<file path="src/rtl/instr_pkg.sv">
// rtl/instr_pkg.sv - shared instruction word layout for instruction_encode and instructiondecode
//
// Purpose : a single definition of the instruction word layout. Both the encoder and the
//           decoder import it, so the two ends cannot drift apart.
// Contents: iw_calc() and field-offset functions for any parameter set, plus localparams
//           evaluated at the default parameters.
//           There are no ports (package).
package instr_pkg;

    localparam int WIDTH_D    = 4;
    localparam int HEIGHT_D   = 3;
    localparam int MISC_AMT_D = 9;
    localparam int OP_SIZE_D  = 1;

    // Field order, LSB first: shape, x1, y1, x2, y2, x3, y3, r, g, b, misc, op_code.
    function automatic int iw_calc(input int w, input int h, input int m, input int o);
        return 3 * (w + h) + 25 + o + m;
    endfunction

    function automatic int r_off(input int w, input int h);
        return 3 * (w + h) + 1;
    endfunction

    localparam int IW_D       = iw_calc(WIDTH_D, HEIGHT_D, MISC_AMT_D, OP_SIZE_D);
    localparam int X1_OFF     = 1;
    localparam int Y1_OFF     = WIDTH_D + 1;
    localparam int R_OFF      = r_off(WIDTH_D, HEIGHT_D);
    localparam int G_OFF      = R_OFF + 8;
    localparam int B_OFF      = R_OFF + 16;
    localparam int MISC_OFF   = R_OFF + 24;
    localparam int OP_OFF     = R_OFF + 24 + MISC_AMT_D;

endpackage

</file>
<file path="src/rtl/instruction_encode_if.sv">
// rtl/instruction_encode_if.sv - field-set input and instruction output handshake bundle
//
// Purpose : groups the producer side (in_valid/in_ready plus the field set) and the
//           consumer side (out_valid/out_ready/instruction) together with the occupancy.
// Modports: master - the command source and the instruction consumer (testbench side).
//           slave  - the encoder.
interface instruction_encode_if
    import instr_pkg::*;
#(
    parameter int width    = 4,
    parameter int height   = 3,
    parameter int misc_amt = 9,
    parameter int op_size  = 1,
    parameter int DEPTH    = 4
);
    localparam int IW = iw_calc(width, height, misc_amt, op_size);
    localparam int CW = $clog2(DEPTH + 1);

    logic                in_valid;
    logic                in_ready;
    logic                shape;
    logic [width-1:0]    x1, x2, x3;
    logic [height-1:0]   y1, y2, y3;
    logic [7:0]          r, g, b;
    logic [misc_amt-1:0] misc;
    logic [op_size-1:0]  op_code;
    logic                out_valid;
    logic                out_ready;
    logic [IW-1:0]       instruction;
    logic [CW-1:0]       fifo_count;

    modport master (
        output in_valid, shape, x1, x2, x3, y1, y2, y3, r, g, b, misc, op_code, out_ready,
        input  in_ready, out_valid, instruction, fifo_count
    );

    modport slave (
        input  in_valid, shape, x1, x2, x3, y1, y2, y3, r, g, b, misc, op_code, out_ready,
        output in_ready, out_valid, instruction, fifo_count
    );

endinterface

</file>
<file path="src/rtl/instr_fifo.sv">
// rtl/instr_fifo.sv - show-ahead FIFO with synchronous flush and no full-side bypass
//
// Ports: clk, reset_n (async active-low), flush (sync clear),
//        wr_valid/wr_ready/wr_data (write side), rd_valid/rd_ready/rd_data (read side),
//        count (occupancy, 0..DEPTH).
module instr_fifo #(
    parameter int W     = 56,
    parameter int DEPTH = 4
) (
    input  logic                       clk,
    input  logic                       reset_n,
    input  logic                       flush,
    input  logic                       wr_valid,
    output logic                       wr_ready,
    input  logic [W-1:0]               wr_data,
    output logic                       rd_valid,
    input  logic                       rd_ready,
    output logic [W-1:0]               rd_data,
    output logic [$clog2(DEPTH+1)-1:0] count
);
    localparam int AW = $clog2(DEPTH);
    localparam int CW = $clog2(DEPTH + 1);

    logic [W-1:0]  mem [DEPTH];
    logic [AW-1:0] wr_ptr;
    logic [AW-1:0] rd_ptr;
    logic          push;
    logic          pop;

    // Full means not ready even if a pop happens this cycle.
    assign wr_ready = (count != CW'(DEPTH));
    assign rd_valid = (count != '0);
    assign push     = wr_valid & wr_ready;
    assign pop      = rd_valid & rd_ready;
    assign rd_data  = rd_valid ? mem[rd_ptr] : '0;

    // Storage needs no reset: stale entries are never visible while count is 0.
    always_ff @(posedge clk) begin
        if (push) begin
            mem[wr_ptr] <= wr_data;
        end
    end

    // DEPTH is a power of two, so pointers wrap by natural overflow.
    always_ff @(posedge clk or negedge reset_n) begin
        if (!reset_n) begin
            wr_ptr <= '0;
            rd_ptr <= '0;
            count  <= '0;
        end else if (flush) begin
            wr_ptr <= '0;
            rd_ptr <= '0;
            count  <= '0;
        end else begin
            if (push) wr_ptr <= wr_ptr + AW'(1);
            if (pop)  rd_ptr <= rd_ptr + AW'(1);
            if (push && !pop)      count <= count + CW'(1);
            else if (pop && !push) count <= count - CW'(1);
        end
    end

endmodule

</file>
<file path="src/rtl/instruction_encode.sv">
// rtl/instruction_encode.sv - packs shape-command fields into instruction words and buffers them
//
// Ports: clk, reset_n (async active-low), flush (sync FIFO clear),
//        bus (instruction_encode_if.slave): field set in with in_valid/in_ready,
//        instruction out with out_valid/out_ready, fifo_count occupancy.
module instruction_encode
    import instr_pkg::*;
#(
    parameter int width    = 4,
    parameter int height   = 3,
    parameter int misc_amt = 9,
    parameter int op_size  = 1,
    parameter int DEPTH    = 4
) (
    input  logic                 clk,
    input  logic                 reset_n,
    input  logic                 flush,
    instruction_encode_if.slave  bus
);
    localparam int IW = iw_calc(width, height, misc_amt, op_size);

    logic [IW-1:0] packed_word;

    // Concatenation order is the layout, MSB first: op_code down to shape at bit 0.
    assign packed_word = {bus.op_code, bus.misc, bus.b, bus.g, bus.r,
                          bus.y3, bus.x3, bus.y2, bus.x2, bus.y1, bus.x1, bus.shape};

    instr_fifo #(
        .W     (IW),
        .DEPTH (DEPTH)
    ) u_fifo (
        .clk      (clk),
        .reset_n  (reset_n),
        .flush    (flush),
        .wr_valid (bus.in_valid),
        .wr_ready (bus.in_ready),
        .wr_data  (packed_word),
        .rd_valid (bus.out_valid),
        .rd_ready (bus.out_ready),
        .rd_data  (bus.instruction),
        .count    (bus.fifo_count)
    );

endmodule

</file>
<file path="src/flat_wrapper.sv">
// flat-port wrapper written by rule: the top's interface ports become plain ports
module instruction_encode_flat import instr_pkg::*;
#(
    parameter int width    = 4,
    parameter int height   = 3,
    parameter int misc_amt = 9,
    parameter int op_size  = 1,
    parameter int DEPTH    = 4
)
  (clk, reset_n, flush, bus_in_valid, bus_shape, bus_x1, bus_x2, bus_x3, bus_y1, bus_y2, bus_y3, bus_r, bus_g, bus_b, bus_misc, bus_op_code, bus_out_ready, bus_in_ready, bus_out_valid, bus_instruction, bus_fifo_count);
  instruction_encode_if #(.width(width), .height(height), .misc_amt(misc_amt), .op_size(op_size), .DEPTH(DEPTH)) bus_i ();
  input  logic clk;
  input  logic reset_n;
  input  logic flush;
  input wire logic [$bits(bus_i.in_valid)-1:0] bus_in_valid;
  input wire logic [$bits(bus_i.shape)-1:0] bus_shape;
  input wire logic [$bits(bus_i.x1)-1:0] bus_x1;
  input wire logic [$bits(bus_i.x2)-1:0] bus_x2;
  input wire logic [$bits(bus_i.x3)-1:0] bus_x3;
  input wire logic [$bits(bus_i.y1)-1:0] bus_y1;
  input wire logic [$bits(bus_i.y2)-1:0] bus_y2;
  input wire logic [$bits(bus_i.y3)-1:0] bus_y3;
  input wire logic [$bits(bus_i.r)-1:0] bus_r;
  input wire logic [$bits(bus_i.g)-1:0] bus_g;
  input wire logic [$bits(bus_i.b)-1:0] bus_b;
  input wire logic [$bits(bus_i.misc)-1:0] bus_misc;
  input wire logic [$bits(bus_i.op_code)-1:0] bus_op_code;
  input wire logic [$bits(bus_i.out_ready)-1:0] bus_out_ready;
  output wire logic [$bits(bus_i.in_ready)-1:0] bus_in_ready;
  output wire logic [$bits(bus_i.out_valid)-1:0] bus_out_valid;
  output wire logic [$bits(bus_i.instruction)-1:0] bus_instruction;
  output wire logic [$bits(bus_i.fifo_count)-1:0] bus_fifo_count;
  assign bus_i.in_valid = bus_in_valid;
  assign bus_i.shape = bus_shape;
  assign bus_i.x1 = bus_x1;
  assign bus_i.x2 = bus_x2;
  assign bus_i.x3 = bus_x3;
  assign bus_i.y1 = bus_y1;
  assign bus_i.y2 = bus_y2;
  assign bus_i.y3 = bus_y3;
  assign bus_i.r = bus_r;
  assign bus_i.g = bus_g;
  assign bus_i.b = bus_b;
  assign bus_i.misc = bus_misc;
  assign bus_i.op_code = bus_op_code;
  assign bus_i.out_ready = bus_out_ready;
  assign bus_in_ready = bus_i.in_ready;
  assign bus_out_valid = bus_i.out_valid;
  assign bus_instruction = bus_i.instruction;
  assign bus_fifo_count = bus_i.fifo_count;
  instruction_encode #(.width(width), .height(height), .misc_amt(misc_amt), .op_size(op_size), .DEPTH(DEPTH)) u_core (.clk(clk), .reset_n(reset_n), .flush(flush), .bus(bus_i));
endmodule
</file>
<file path="config.mk">
export PLATFORM = sky130hd
export DESIGN_NAME = instruction_encode_flat
export DESIGN_NICKNAME = d
export VERILOG_FILES = /design/src/rtl/instr_pkg.sv /design/src/rtl/instruction_encode_if.sv /design/src/rtl/instr_fifo.sv /design/src/rtl/instruction_encode.sv /design/src/flat_wrapper.sv
export SDC_FILE = /design/constraint.sdc
export NUM_CORES = 1
export LEC_CHECK = 0
export ABC_AREA = 1
export BUFFER_PORTS_ARGS = -buffer_cell sky130_fd_sc_hd__buf_2
export CELL_PAD_IN_SITES_DETAIL_PLACEMENT = 1
export CELL_PAD_IN_SITES_GLOBAL_PLACEMENT = 1
export CORE_ASPECT_RATIO = 0.5
export CORE_MARGIN = 2
export CORE_UTILIZATION = 30
export CTS_CLUSTER_DIAMETER = 50
export DETAILED_ROUTE_END_ITERATION = 8
export GPL_TIMING_DRIVEN = 1
export PLACE_DENSITY = 0.66
export REMOVE_ABC_BUFFERS = 1
export SLEW_MARGIN = 20
export SYNTH_ARGS = -nofsm -noshare
export SYNTH_HDL_FRONTEND = slang
export SYNTH_HIERARCHICAL = 1
export SYNTH_SLANG_ARGS = --single-unit
</file>
<file path="constraint.sdc">
create_clock -name clk -period 4.8 [get_ports clk]
set_clock_uncertainty 0.1 [all_clocks]
set_input_delay 0 -clock clk [delete_from_list [all_inputs] [get_ports clk]]
set_output_delay 0 -clock clk [all_outputs]
set_load 0.1 [all_outputs]
</file>
# After elaboration in Yosys (flattened, before gate mapping)
# Memory sizes are Yosys's and may differ from the RTL's.
# Index checks and enable logic that the tools add are counted.
[totals] latchBits=0 wordCells=29 ram_bits=224 memories=1 output_inout_bits=61 rom_bits=0 reg_bits=7 in_bits=61
[classes] shift=0 div_mod_pow=0 n_eq_ne=1 n_reduce_logical=8 multipliers=0 bitwise_logic=2 addsub=4 order_cmp=0 muxes=10
[memory_table] name="u_core.u_fifo.mem" words=4 width=56 read_ports=1 rd_ports_with_merged_regs=0 wr=1 line="instr_fifo.sv:24" text="logic [W-1:0] mem [DEPTH];"
[ops] operator="$mux 56" n=1
[ops] operator="$mux 3" n=3
[ops] operator="$mux 2" n=4
[ops] operator="$reduce_bool 3->1" n=2
[ops] operator="$add 2x1->2 const B" n=2
[ops] operator="$reduce_bool 2->1" n=2
[ops] operator="$add 3x1->3 const B" n=1
[ops] operator="$ne 3x3->1 const B" n=1
[ops] operator="$sub 3x1->3 const B" n=1
[ops] operator="$and 1x1->1" n=2
[ops] operator="$logic_and 1x1->1" n=2
[ops] operator="$logic_not 1->1" n=2
[ops] operator="$mux 1" n=2

# Depth between registers and ports, before layout
[logic_depth] depth_word=7 ltp_mapped=12 mapped_depth_nobuf=12

# Least setup slack after synthesis
# Ideal clock, no wire load.
[synth_path] path_kind="register to register" startpoint="register u_core.u_fifo.count[1]" endpoint="memory u_core.u_fifo.mem[0][0], enable pin" setup_slack_ps=118 synth_period_minus_slack_ps=4682 required_time_ps=4230 path_stages_with_launch=5 arrival_time_ps=4112 setup_ps=470 n_path_buf=0 cell_sequence="dfrtp_1 > nor2_2 > nand2_2 > nand2_2 > nor2_1"
[synth_via] elab_chain_cells=4
[synth_lines] item="start: declaration" line="instr_fifo.sv:19" text="output logic [$clog2(DEPTH+1)-1:0] count"
[synth_lines] item="start signal: assignment" line="instr_fifo.sv:57" text="if (push && !pop) count <= count + CW'(1);"
[synth_lines] item="start signal: assignment" line="instr_fifo.sv:58" text="else if (pop && !push) count <= count - CW'(1);"
[synth_lines] item="$ne 3x3->1" line="instr_fifo.sv:31" text="assign wr_ready = (count != CW'(DEPTH));"
[synth_lines] item="named net bus_in_ready" line="flat_wrapper.sv:29" text="output wire logic [$bits(bus_i.in_ready)-1:0] bus_in_ready;"
[synth_lines] item="$and 1x1->1" line="instr_fifo.sv:33" text="assign push = wr_valid & wr_ready;"
[synth_lines] item="$mux 1" line="instr_fifo.sv:39" text="if (push) begin"
[synth_lines] item="$mux 1 (implied by the code)" line="instr_fifo.sv:40" text="mem[wr_ptr] <= wr_data;"
[synth_lines] item="end: declaration" line="instr_fifo.sv:24"
# The timed path passes the listed nets, and every way through them passes these cells.

# Worst setup path in the final report
[layout_path] startpoint="register u_core.u_fifo.rd_ptr[0]" endpoint="output port bus_instruction[3]"
[layout_via] elab_chain_cells=2
[layout_lines] item="start: declaration" line="instr_fifo.sv:26" text="logic [AW-1:0] rd_ptr;"
[layout_lines] item="start signal: assignment" line="instr_fifo.sv:56" text="if (pop) rd_ptr <= rd_ptr + AW'(1);"
[layout_lines] item="$mem_v2 4x56"
[layout_lines] item="$mux 56" line="instr_fifo.sv:35" text="assign rd_data = rd_valid ? mem[rd_ptr] : '0;"
[layout_lines] item="end: declaration" line="flat_wrapper.sv:31" text="output wire logic [$bits(bus_i.instruction)-1:0] bus_instruction;"
# No other way between the ends.

==> impl_metrics.tcl <==
set metrics [dict create \
    status "finished, final reports clean" \
    synthDistinctLibCells 21 \
    sequentialPowerShare_pct 31.9 \
    cellPowerDensity_nw_per_um2 678 \
    layout-drive-gt1-share_pct 20.0 \
    synth-async-reset-ratio_pct 3.03 \
    synth_seq_area_share_pct 75.5 \
    place_hpwl_um 14000 \
    cp_data_required_time_ps 4700 \
    fillerInstances 3207 \
    stdcell_area_um2 11600 \
    total_power_mw 7.88 \
    vias 6134 \
    ys_seq_elements 231 \
    tightestPinTransition_ps 1010 \
    top_usage_layer "met2" \
    grt_remaining_overflow 0 \
    fp.dieH_um 127 \
    synth_edf_count 224 \
    power.share.clock_pct 25.2 \
    rows 45 \
    dpl_cell_area_um2 10100 \
    post-route-drc-count 0 \
    root_buffer "clkbuf_16" \
    netlist.top_cell.by_area "edfxtp_1" \
    switching_share_pct 47.4 \
    grt_start_max_net_pins 78 \
    cts_resized 0 \
    antenna_found_initial 1 \
    min_to "u_core/u_fifo/mem[1][19]" \
    core_um2 30100 \
    reg2regPathDepth 10 \
    synth_ff_type "edfxtp_1" \
    portBuffers 121 \
    cap_violations 0 \
    hp-start "bus_y3[0]" \
    dr.first_iter.drc_count 411 \
    setup_viol 0 \
    post_cts_buffers 0 \
    worstSetupStartpointType "flop" \
    cts_num_sinks 231 \
    fin_crit_ps 3280 \
    ys_top_cells_by_count "nor2_1, edfxtp_1, o21ai_1" \
    rsz0062_at_grt "no" \
    tns_ps 0 \
    syn_area_per_cell_um2 12.6 \
    relSlewSlack_pct 32.2 \
    p_comb_share_pct 42.9 \
    post_drt_wl_per_cell_um 18.1 \
    fp.dieW_um 251 \
    clock_latency_ps 520 \
    use_met1_pct 17.0 \
    p_leak_nw 4.21 \
    ios 122 \
    synth.most_common_cell "nor2_1" \
    grt_util_met2_pct 29.8 \
    max-vdd-ir-drop_uv 320 \
    grt.total_usage_pct 15.0 \
    cp-end-kind "primary output" \
    yosys_warnings 6 \
    place.gp.congestion 0.744 \
    yosys-top-cells-area "edfxtp_1, nor2_1, o21ai_1" \
    holdCritPathClass "in2reg" \
    ant_nets 0 \
    vias_per_cell 4.63 \
    synth_area_um2 9140 \
    crit_fanout 65 \
    htree_num_levels 1 \
    timing.rr.end "u_core/u_fifo/count[0]" \
    cts_tree "done" \
    area_delta_synth_final_pct 27.2 \
    die_area_um2 32000 \
    initial_core_util_pct 30.3 \
    nets 972 \
    hold_viol_final 0 \
    p_int_mw 4.14 \
    yosysTopAreaCellShare_pct 73.6 \
    path_class "reg2out" \
    netlist_instances 725 \
    final.period_utilization_pct 68.3 \
    dr.pass1.iters 5 \
    r2r-start "u_core/u_fifo/count[0]" \
    final_core_util_pct 38.6 \
    clk_path_buf_depth 3 \
    met3_usage_pct 2.10 \
    path_clk_slew_ps 60 \
    grt_pass1_wl_um 37500 \
    maxSlewViolCount 0 \
    grt_pass1_vias 6801 \
    routed_wl_um 23900 \
    power.switching_mw 3.74 \
    crit_arrival_ps 3180 \
    r2r_setup_slack_ps 2120 \
    hold_path_depth 2 \
    cts_buffers 26 \
    fmax_ghz 0.305 \
]
==> per-stage QoR <==
step                instances  hold slack (ps)  worst slack [ps]
global placement         1214             -246              1740
finish                   1325              141              1520
floorplan                 682             -396               118
global route             1325              143              1340
CTS                      1324              115              1120
detailed placement       1214             -247              1660
==> critical path: stages, from the launching register on <==
cell	delay (ps)
dfrtp_4	780
buf_4	660
nor2_1	120
nor2_1	130
o21ai_1	90
a21oi_1	290
buf_2	490
==> kinds of logic (layout without fill, tap and decap cells) <==
logic type | count (synthesis) | count (layout) | synth area share, %
xor+xnor | 1 | 1 | 0.0959
compound gates | 174 | 174 | 9.53
other cells | 0 | 1 | 0
flops | 231 | 231 | 75.5
buf+inv | 60 | 260 | 3.35
fa+ha+maj | 5 | 5 | 0.767
simple gates | 254 | 254 | 10.7
==> routing by layer <==
layer	vias to the layer above	wire, um
met4	0	486
met5	-	0
met2	69	13300
met1	3104	9690
li1	2925	-
met3	36	519
==> cells in the final DEF, fill, tap and decap left out, types with 5 or more instances in the layout <==
| cell | n |
|---|---|
| inv_1 | 11 |
| nand3_1 | 5 |
| clkbuf_16 | 27 |
| edfxtp_1 | 224 |
| o21ai_1 | 70 |
| dlygate4sd3_1 | 63 |
| clkbuf_1 | 8 |
| nand2_1 | 11 |
| buf_2 | 121 |
| nor2_1 | 226 |
| o21ai_0 | 45 |
| dfrtp_1 | 5 |
| a21oi_1 | 59 |
| buf_4 | 12 |
==> repair_timing <==
item / in CTS / in global routing
endpoints found under the setup margin: 0 / 0
hold buffers: 63 / 0
endpoints found under the hold margin: 238 / 0
==> worst max-delay path by stage <==
stage                             from                      end  cells after the start
2_1_floorplan   u_core/u_fifo/count[1]  u_core/u_fifo/mem[0][0]                      4
3_3_place_gp   u_core/u_fifo/rd_ptr[0]       bus_instruction[2]                      5
3_5_place_dp   u_core/u_fifo/rd_ptr[0]       bus_instruction[2]                      5
4_1_cts        u_core/u_fifo/rd_ptr[0]       bus_instruction[2]                      5
5_1_grt        u_core/u_fifo/rd_ptr[0]      bus_instruction[14]                      6
6_report       u_core/u_fifo/rd_ptr[0]       bus_instruction[3]                      6
==> flip-flops by register name, indices dropped and copies added, names as in the netlist <==
name,count
u_core/u_fifo/mem,224
u_core/u_fifo/count,3
u_core/u_fifo/rd_ptr,2
u_core/u_fifo/wr_ptr,2
==> power by group through the flow <==
stage / combinational, mW / clock (mW) / sequential [mW]
final: 3.38 / 1.98 / 2.51
after global routing: 3.55 / 2.09 / 2.53
after CTS: 3.42 / 2.02 / 2.51
after detailed placement: 3.36 / 0 / 2.55
after global placement: 3.33 / 0 / 2.55
after floorplan: 2.58 / 0 / 2.64
==> area by class of cell <==
cell class | instances | area, um^2 | share of cell area (%)
timing repair buffer | 196 | 1330 | 11.4
clock inverter | 10 | 128 | 1.10
tap | 399 | 499 | 4.30
multi-input combinational | 434 | 1960 | 16.9
clock buffer | 37 | 733 | 6.31
sequential | 231 | 6910 | 59.4
inverter | 17 | 66.3 | 0.571
antenna | 1 | 2.50 | 0.0215
(Power assumes the default switching activity.)
